## config.mk

```make
export PLATFORM = sky130hd
export DESIGN_NAME = logicnet_neuron_lut_stream
export DESIGN_NICKNAME = d
export VERILOG_FILES = /design/src/rtl/logicnet_neuron_lut_stream.sv
export SDC_FILE = /design/constraint.sdc
export NUM_CORES = 1
export LEC_CHECK = 0
export BUFFER_PORTS_ARGS = -buffer_cell sky130_fd_sc_hd__buf_2
export CAP_MARGIN = 30
export CORE_UTILIZATION = 58
export CTS_BUF_LIST = sky130_fd_sc_hd__clkbuf_4
export CTS_CLUSTER_DIAMETER = 150
export DETAILED_ROUTE_END_ITERATION = 10
export GPL_TIMING_DRIVEN = 0
export PLACE_DENSITY = 0.78
export SLEW_MARGIN = 20
export SYNTH_ARGS = -nofsm -noshare
export SYNTH_HDL_FRONTEND = slang
export SYNTH_SLANG_ARGS = --single-unit
```

## constraint.sdc

```tcl
create_clock -name clk -period 2.4 [get_ports clk]
set_input_delay 0.36 -clock clk [delete_from_list [all_inputs] [get_ports clk]]
set_output_delay 0.36 -clock clk [all_outputs]
set_load 0.02 [all_outputs]
```

## src/rtl/logicnet_neuron_lut_stream.sv

```systemverilog
// logicnet_neuron_lut_stream
//   Runtime-loadable LogicNets neuron: a 2^IN_BITS x OUT_BITS truth table held
//   in registers, filled over a config port, then used for lookups through a
//   2-stage valid/ready pipeline.
//
//   Optional feature macro: LOGICNET_CFG_READBACK_EN adds a registered table
//   readback port (cfg_rd_en/cfg_rd_addr -> cfg_rd_data/cfg_rd_valid).
//
// Ports
//   clk, rst_n           clock, async active-low reset
//   cfg_we/addr/data     table write strobe, address, entry
//   cfg_done             request LOAD -> RUN (needs every entry written)
//   cfg_err              sticky config error, cleared by reset only
//   state                00 EMPTY, 01 LOAD, 10 RUN
//   in_valid/ready/data  lookup request handshake
//   out_valid/ready/data lookup result handshake
module logicnet_neuron_lut_stream #(
  parameter int IN_BITS  = 6,
  parameter int OUT_BITS = 2,
  parameter int DEPTH    = 2**IN_BITS
) (
  input  logic                clk,
  input  logic                rst_n,
  input  logic                cfg_we,
  input  logic [IN_BITS-1:0]  cfg_addr,
  input  logic [OUT_BITS-1:0] cfg_data,
  input  logic                cfg_done,
  output logic                cfg_err,
  output logic [1:0]          state,
  input  logic                in_valid,
  output logic                in_ready,
  input  logic [IN_BITS-1:0]  in_data,
  output logic                out_valid,
  input  logic                out_ready,
  output logic [OUT_BITS-1:0] out_data
`ifdef LOGICNET_CFG_READBACK_EN
  ,
  input  logic                cfg_rd_en,
  input  logic [IN_BITS-1:0]  cfg_rd_addr,
  output logic [OUT_BITS-1:0] cfg_rd_data,
  output logic                cfg_rd_valid
`endif
);

  typedef enum logic [1:0] {
    ST_EMPTY = 2'b00,
    ST_LOAD  = 2'b01,
    ST_RUN   = 2'b10
  } state_e;

  state_e                     state_q, state_d;
  logic [DEPTH-1:0][OUT_BITS-1:0] tbl_q;
  logic [DEPTH-1:0]           wr_map_q, wr_map_d;
  logic                       cfg_err_q, cfg_err_d;
  logic                       tbl_we;

  // vld_pipe_q[1] = stage 1 (input register), vld_pipe_q[2] = stage 2 (output)
  logic [2:1]                 vld_pipe_q;
  logic [IN_BITS-1:0]         s1_data_q;
  logic [OUT_BITS-1:0]        out_data_q;

  logic pipe_empty, s1_adv, s2_adv, run_reload, accept;

  assign pipe_empty = (vld_pipe_q == 2'b00);
  assign s2_adv     = !vld_pipe_q[2] || out_ready;
  assign s1_adv     = !vld_pipe_q[1] || s2_adv;
  // A write in RUN with an empty pipe flips us back to LOAD; block the input
  // that cycle so nothing enters the pipe against a table being rewritten.
  assign run_reload = (state_q == ST_RUN) && cfg_we && pipe_empty;
  assign in_ready   = (state_q == ST_RUN) && s1_adv && !run_reload;
  assign accept     = in_valid && in_ready;

  assign state     = state_q;
  assign cfg_err   = cfg_err_q;
  assign out_valid = vld_pipe_q[2];
  assign out_data  = out_data_q;

  // Config FSM next state. wr_map_d already includes a same-cycle write, so
  // cfg_done sees the completeness after that write.
  always_comb begin
    state_d   = state_q;
    wr_map_d  = wr_map_q;
    cfg_err_d = cfg_err_q;
    tbl_we    = 1'b0;
    case (state_q)
      ST_EMPTY, ST_LOAD: begin
        if (cfg_we) begin
          tbl_we             = 1'b1;
          wr_map_d[cfg_addr] = 1'b1;
          state_d            = ST_LOAD;
        end
        if (cfg_done) begin
          if (&wr_map_d) state_d   = ST_RUN;
          else           cfg_err_d = 1'b1;
        end
      end
      ST_RUN: begin
        if (cfg_we) begin
          if (pipe_empty) begin
            tbl_we             = 1'b1;
            wr_map_d           = '0;
            wr_map_d[cfg_addr] = 1'b1;
            state_d            = ST_LOAD;
          end else begin
            cfg_err_d = 1'b1;
          end
        end
      end
      default: state_d = ST_EMPTY;
    endcase
  end

  always_ff @(posedge clk or negedge rst_n) begin
    if (!rst_n) begin
      state_q   <= ST_EMPTY;
      wr_map_q  <= '0;
      cfg_err_q <= 1'b0;
      tbl_q     <= '0;
    end else begin
      state_q   <= state_d;
      wr_map_q  <= wr_map_d;
      cfg_err_q <= cfg_err_d;
      if (tbl_we) tbl_q[cfg_addr] <= cfg_data;
    end
  end

  // Lookup pipeline. Data registers only load with valid data so out_data
  // holds its value under back-pressure and between results.
  always_ff @(posedge clk or negedge rst_n) begin
    if (!rst_n) begin
      vld_pipe_q <= '0;
      s1_data_q  <= '0;
      out_data_q <= '0;
    end else begin
      if (s1_adv) begin
        vld_pipe_q[1] <= accept;
        if (accept) s1_data_q <= in_data;
      end
      if (s2_adv) begin
        vld_pipe_q[2] <= vld_pipe_q[1];
        if (vld_pipe_q[1]) out_data_q <= tbl_q[s1_data_q];
      end
    end
  end

`ifdef LOGICNET_CFG_READBACK_EN
  // Registered readback; a same-cycle write lands after the read samples
  // tbl_q, so the old entry is returned.
  always_ff @(posedge clk or negedge rst_n) begin
    if (!rst_n) begin
      cfg_rd_data  <= '0;
      cfg_rd_valid <= 1'b0;
    end else begin
      cfg_rd_valid <= cfg_rd_en;
      if (cfg_rd_en) cfg_rd_data <= tbl_q[cfg_rd_addr];
    end
  end
`endif

endmodule

```

# Word level (Yosys, flattened, before mapping)
# Index checks and enable logic that the tools add are counted.
op_classes:
  n_lt_le_gt_ge: 3
  eq_ne: 7
  mux: 27
  n_bitwise: 1
  reduce_logical: 21
op_table:
  columns: ["operator", "count"]
  rows:
  - ["$mux 64", 4]
  - ["$bwmux 128", 1]
  - ["$pmux 64 s2", 1]
  - ["$or 64x64->64", 1]
  - ["$reduce_and 64->1", 1]
  - ["$lt 6x7->1 const B", 2]
  - ["$mux 2", 7]
  - ["$bmux 2 s6", 1]
  - ["$demux 2 s6", 1]
  - ["$ne 2x2->1 const B", 5]
  - ["$mux 1", 8]
  - ["$demux 1 s6", 1]
  - ["$ge 6x1->1 const B", 1]
  - ["$logic_and 1x1->1", 6]
  - ["$reduce_and 2->1", 3]
  - ["$reduce_and 5->1", 1]
  - ["$logic_not 2->1", 2]
  - ["$pmux 1 s2", 2]
  - ["$pmux 2 s2", 1]
  - ["$logic_not 1->1", 3]
  - ["$reduce_and 3->1", 1]
  - ["$eq 2x1->1 const B", 1]
  - ["$eq 2x2->1 const B", 1]
  - ["$logic_or 1x1->1", 2]
  - ["other kinds (2)", 2]
totals:
  regBits: 205
  in_bits: 20
  out_inout_bits: 7
  wordCells: 130

# Longest topological paths before layout
logic_depth:
  word_depth: 11
  depth_mapped: 9
  ltp_nobuf: 7

# Worst setup path after synthesis
# Ideal clock, no wire load.
synth_timing:
  path_kind: "register to register"
  startpoint: "reg s1_data_q[0]"
  endpoint: "reg out_data_q[0], in the netlist out_data[0]"
  setup_time_ns: 0.125
  t_arrival_ns: 2.125
  t_required_ns: 2.275
  slack_ns: 0.150
  path_stages_with_launch: 9
  n_path_buf: 2
  period_less_slack_ns: 2.250
  path_cell_list: "dfrtp_1 -> buf_2 -> buf_2 -> mux4_2 -> mux4_2 -> o21ai_0 -> nor3_1 -> a21oi_1 -> a21oi_1"
synth_between:
  elab_chain_cells: 2
synth_lines:
  columns: ["element", "line_no", "source"]
  rows:
  - ["start, declared", "59", "logic [IN_BITS-1:0] s1_data_q;"]
  - ["start signal, assigned", "137", "if (accept) s1_data_q <= in_data;"]
  - ["$bmux 2 s6", "141", "if (vld_pipe_q[1]) out_data_q <= tbl_q[s1_data_q];"]
  - ["$mux 2 (not written as such)", "141", null]
  - ["end signal, assigned", "141", null]
  - ["end, declared", "60", "logic [OUT_BITS-1:0] out_data_q;"]
# Every way passes these cells. The select of a mux whose other input is x is not followed.
# A chain may end at the register's enable or synchronous reset.

# Final worst setup path
# Ends and elaborated chain as after synthesis.

==> impl_metrics.ini <==
[power_and_ir_drop]
irDropWorstVdd_mv = 0.302
power_density_nw_per_um2 = 742
switchingPower_mw = 2.16
pwr-share-seq_pct = 53.1
p_comb_share_pct = 13.5
p_int_mw = 5.81
leakage_nw = 5.13
switching_share_pct = 27.1
clkPwrFrac_pct = 33.4

[sta]
hold_violations = 0
min_period_ns = 2.39
period_share_pct = 99.8
fin_skew_ns = 0.0549
setup_violations = 0
slew_headroom_pct = 36.4
rsz0062_at_grt = yes
timing.fmax_mhz = 418
worst_slew_pin_slew_ns = 0.947
drv_slew = 0

[clocking]
cts_tree = built
cts.clk_slew.worst_paths_ns = 0.07
cts.sinks = 205
cts_root_buf = clkbuf_4
htree_levels = 2
clk_path_buf_depth = 3
clock_latency_ns = 0.68
numCtsBuffers = 51

[yosys]
syn_avg_cell_area_um2 = 12.1
synth_top_family_by_area = multiplexers
synth_flop_cell = dfrtp_1
ys_ff_latch = 205
synth.yosys.seq_area_share_pct = 54.1
synth.area.mux_share_pct = 25.4
synth_area_um2 = 9490
synth.most_common_cell = dfrtp_1
synth-xor-area-share_pct = 0
ys_types = 41
synth_area_leader_cell = dfrtp_1
yosys.area_share.adder_pct = 0
synth_edf_count = 0
netlist.area_leader.share_pct = 54.1
ys.warnings.count = 0
synth_compound_area_share_pct = 4.57
synth_commonest_cells = 205 x dfrtp_1, 192 x nand2_1, 136 x mux2_2, 69 x a21oi_1, 42 x clkbuf_1
async_reset_ff_share_pct = 100
synth-simple-area-share_pct = 13.3
synth_area_leaders = dfrtp_1 54%, mux2_2 16%, mux4_2 9.0%, nand2_1 7.6%, a21oi_1 3.6%
synth_nets = 807
synthCells = 787

[cells_and_area]
register_area_um2 = 5130
multi_input_area_um2 = 4170
fin_util_pct = 67.3
syn_to_final_growth_pct = 13.1
layout.nets = 887
n_fill_cell = 1159
fin_cells = 1106
drive_gt1_share_pct = 35.2

[global_routing]
grt_pass1_vias = 7191
grt_pass1_wl_mm = 40.3
grt_max_degree = 91
antenna_found_initial = 1
gr-total-overflow = 0
grtUsageTotal_pct = 32.9

[die]
initial_core_util_pct = 59.5
die_h_um = 130
die_w_um = 130
coreArea_um2 = 15900
io_pins = 27
rows = 46
dieArea_um2 = 16900

[critical_path]
cp_max_fo = 7
r2r_slack_ns = 0.005
r2r_cells = 7
slowest_stage = mux4_2
criticalPathCategory = register to register
arrival_ns = 2.96
max_stage_delay_ns = 0.57
worst_setup_path_start_kind = register
required_ns = 2.97
setup.worst_path.end_class = register
path_cells = buf_12 -> buf_12 -> mux4_2 -> mux4_2 -> mux2_4 -> a21oi_2 -> a21oi_2

[placement]
dp_hpwl_mm = 17.9
portBuffers = 21
place_congestion = 0.947
dp.cells = 1026

[status]
status = finished clean

[detailed_routing]
num_vias = 6922
wl_per_cell_um = 23.4
drtIter0Drc = 769
drt-pass1-iter-count = 5
drt_wl_total_mm = 25.9
routed_via_density = 6.26
ant_nets = 0
drc = 0

[run]
maxCapViolCount = 0

[hold_path]
hold_class = input port to register
worstHoldPathCells = 3
==> timing repair <==
action                                  in CTS  in global routing
setup buffers                                4                  0
gates cloned                                 2                  0
endpoints found under the setup margin     126                110
pin swaps                                    4                  3
hold buffers                                 9                  0
resized for setup                           34                 10
endpoints found under the hold margin      215                  0
==> power by group through the flow <==
stage          Clock [mW]  Sequential [mW]  Combinational, mW
6_report             2.66             4.23               1.07
5_1_grt              2.87             4.27               1.17
4_1_cts              2.69             4.21               1.06
3_5_place_dp            0             4.27               1.03
3_3_place_gp            0             4.24              0.974
2_1_floorplan           0             4.16              0.722
==> critical path: cells and delay by family (launching register included) <==
kind                   cells  cell delay (ns)
AO/OA/AOI/OAI              2             0.21
buffers and inverters      2             0.30
flip-flops                 1             0.38
multiplexers               3             1.38
==> through the flow <==
step / total power [mW] / setup TNS, ns / instance area (µm²) / hold slack, ns / setup WS (ns)
after global placement: 5.22 / -444.05 / 9870 / 0.455 / -2.08
after global routing: 8.31 / -0.0162 / 10700 / 0.174 / -0.00889
after floorplan: 4.88 / 0 / 9490 / 0.0644 / 0.150
after CTS: 7.96 / 0 / 10800 / 0.127 / 0.000560
final: 7.97 / 0 / 10700 / 0.140 / 0.00540
after detailed placement: 5.30 / -24.29 / 9930 / 0.235 / -0.862
==> registers in the layout, indices dropped and copies added, names as in the netlist <==
name,flops
s1_data_q,6
vld_pipe_q,2
cfg_err,1
tbl_q,128
wr_map_q,64
out_data,2
state,2
==> worst paths after layout <==
path                              startpoint             to
min in group asynchronous              rst_n     tbl_q[127]
worst min register to register  wr_map_q[31]   wr_map_q[31]
worst min-delay path                in_valid  vld_pipe_q[1]
max in group asynchronous              rst_n      tbl_q[43]
worst max-delay path            s1_data_q[0]    out_data[0]
worst max register to register  s1_data_q[0]    out_data[0]
==> logic make-up (layout without fill, tap and decap cells) <==
family                 Yosys count  count (layout)
other                            0               1
AND/OR/NAND/NOR                265             265
flip-flops                     205             205
AO/OA/AOI/OAI                   81              81
buffers and inverters           60             162
multiplexers                   176             176
==> per-layer routing <==
layer	track usage [%]	wire length, µm	share of wire (%)
met5	0	0	0
met4	14.8	1010	3.9
met3	7.54	1990	7.7
met2	52.5	12400	48
met1	43.4	10500	40
==> final cells by class <==
cell class,instances,share of cell area (%)
diodes,1,0.0233
plain buffers,48,2.45
clock buffers,72,5.04
clock inverters,3,0.105
inverters,1,0.0350
multi-input cells,522,38.8
flip-flops and latches,205,47.8
well taps,216,2.52
repair buffers,38,3.19
==> placed cells by master, fill, tap and decap left out, types with 3 or more instances in the layout <==
master and n:
nor2_1 6, buf_16 3, clkbuf_1 30, buf_1 3, dfrtp_1 204, nor3b_2 3, a21oi_2 3, buf_2 28
mux4_2 38, nor3b_1 3, nand3_1 3, a22o_1 4, buf_12 4, and3_2 5, and3_1 7, nand2_1 192
nand4_1 3, buf_4 4, nand2b_1 3, and3b_1 5, clkbuf_4 74, nor3_1 3, dlygate4sd3_1 9, nor4_1 15
mux2_2 134, a21oi_1 66
No activity file was read; power rests on OpenSTA's default activity.
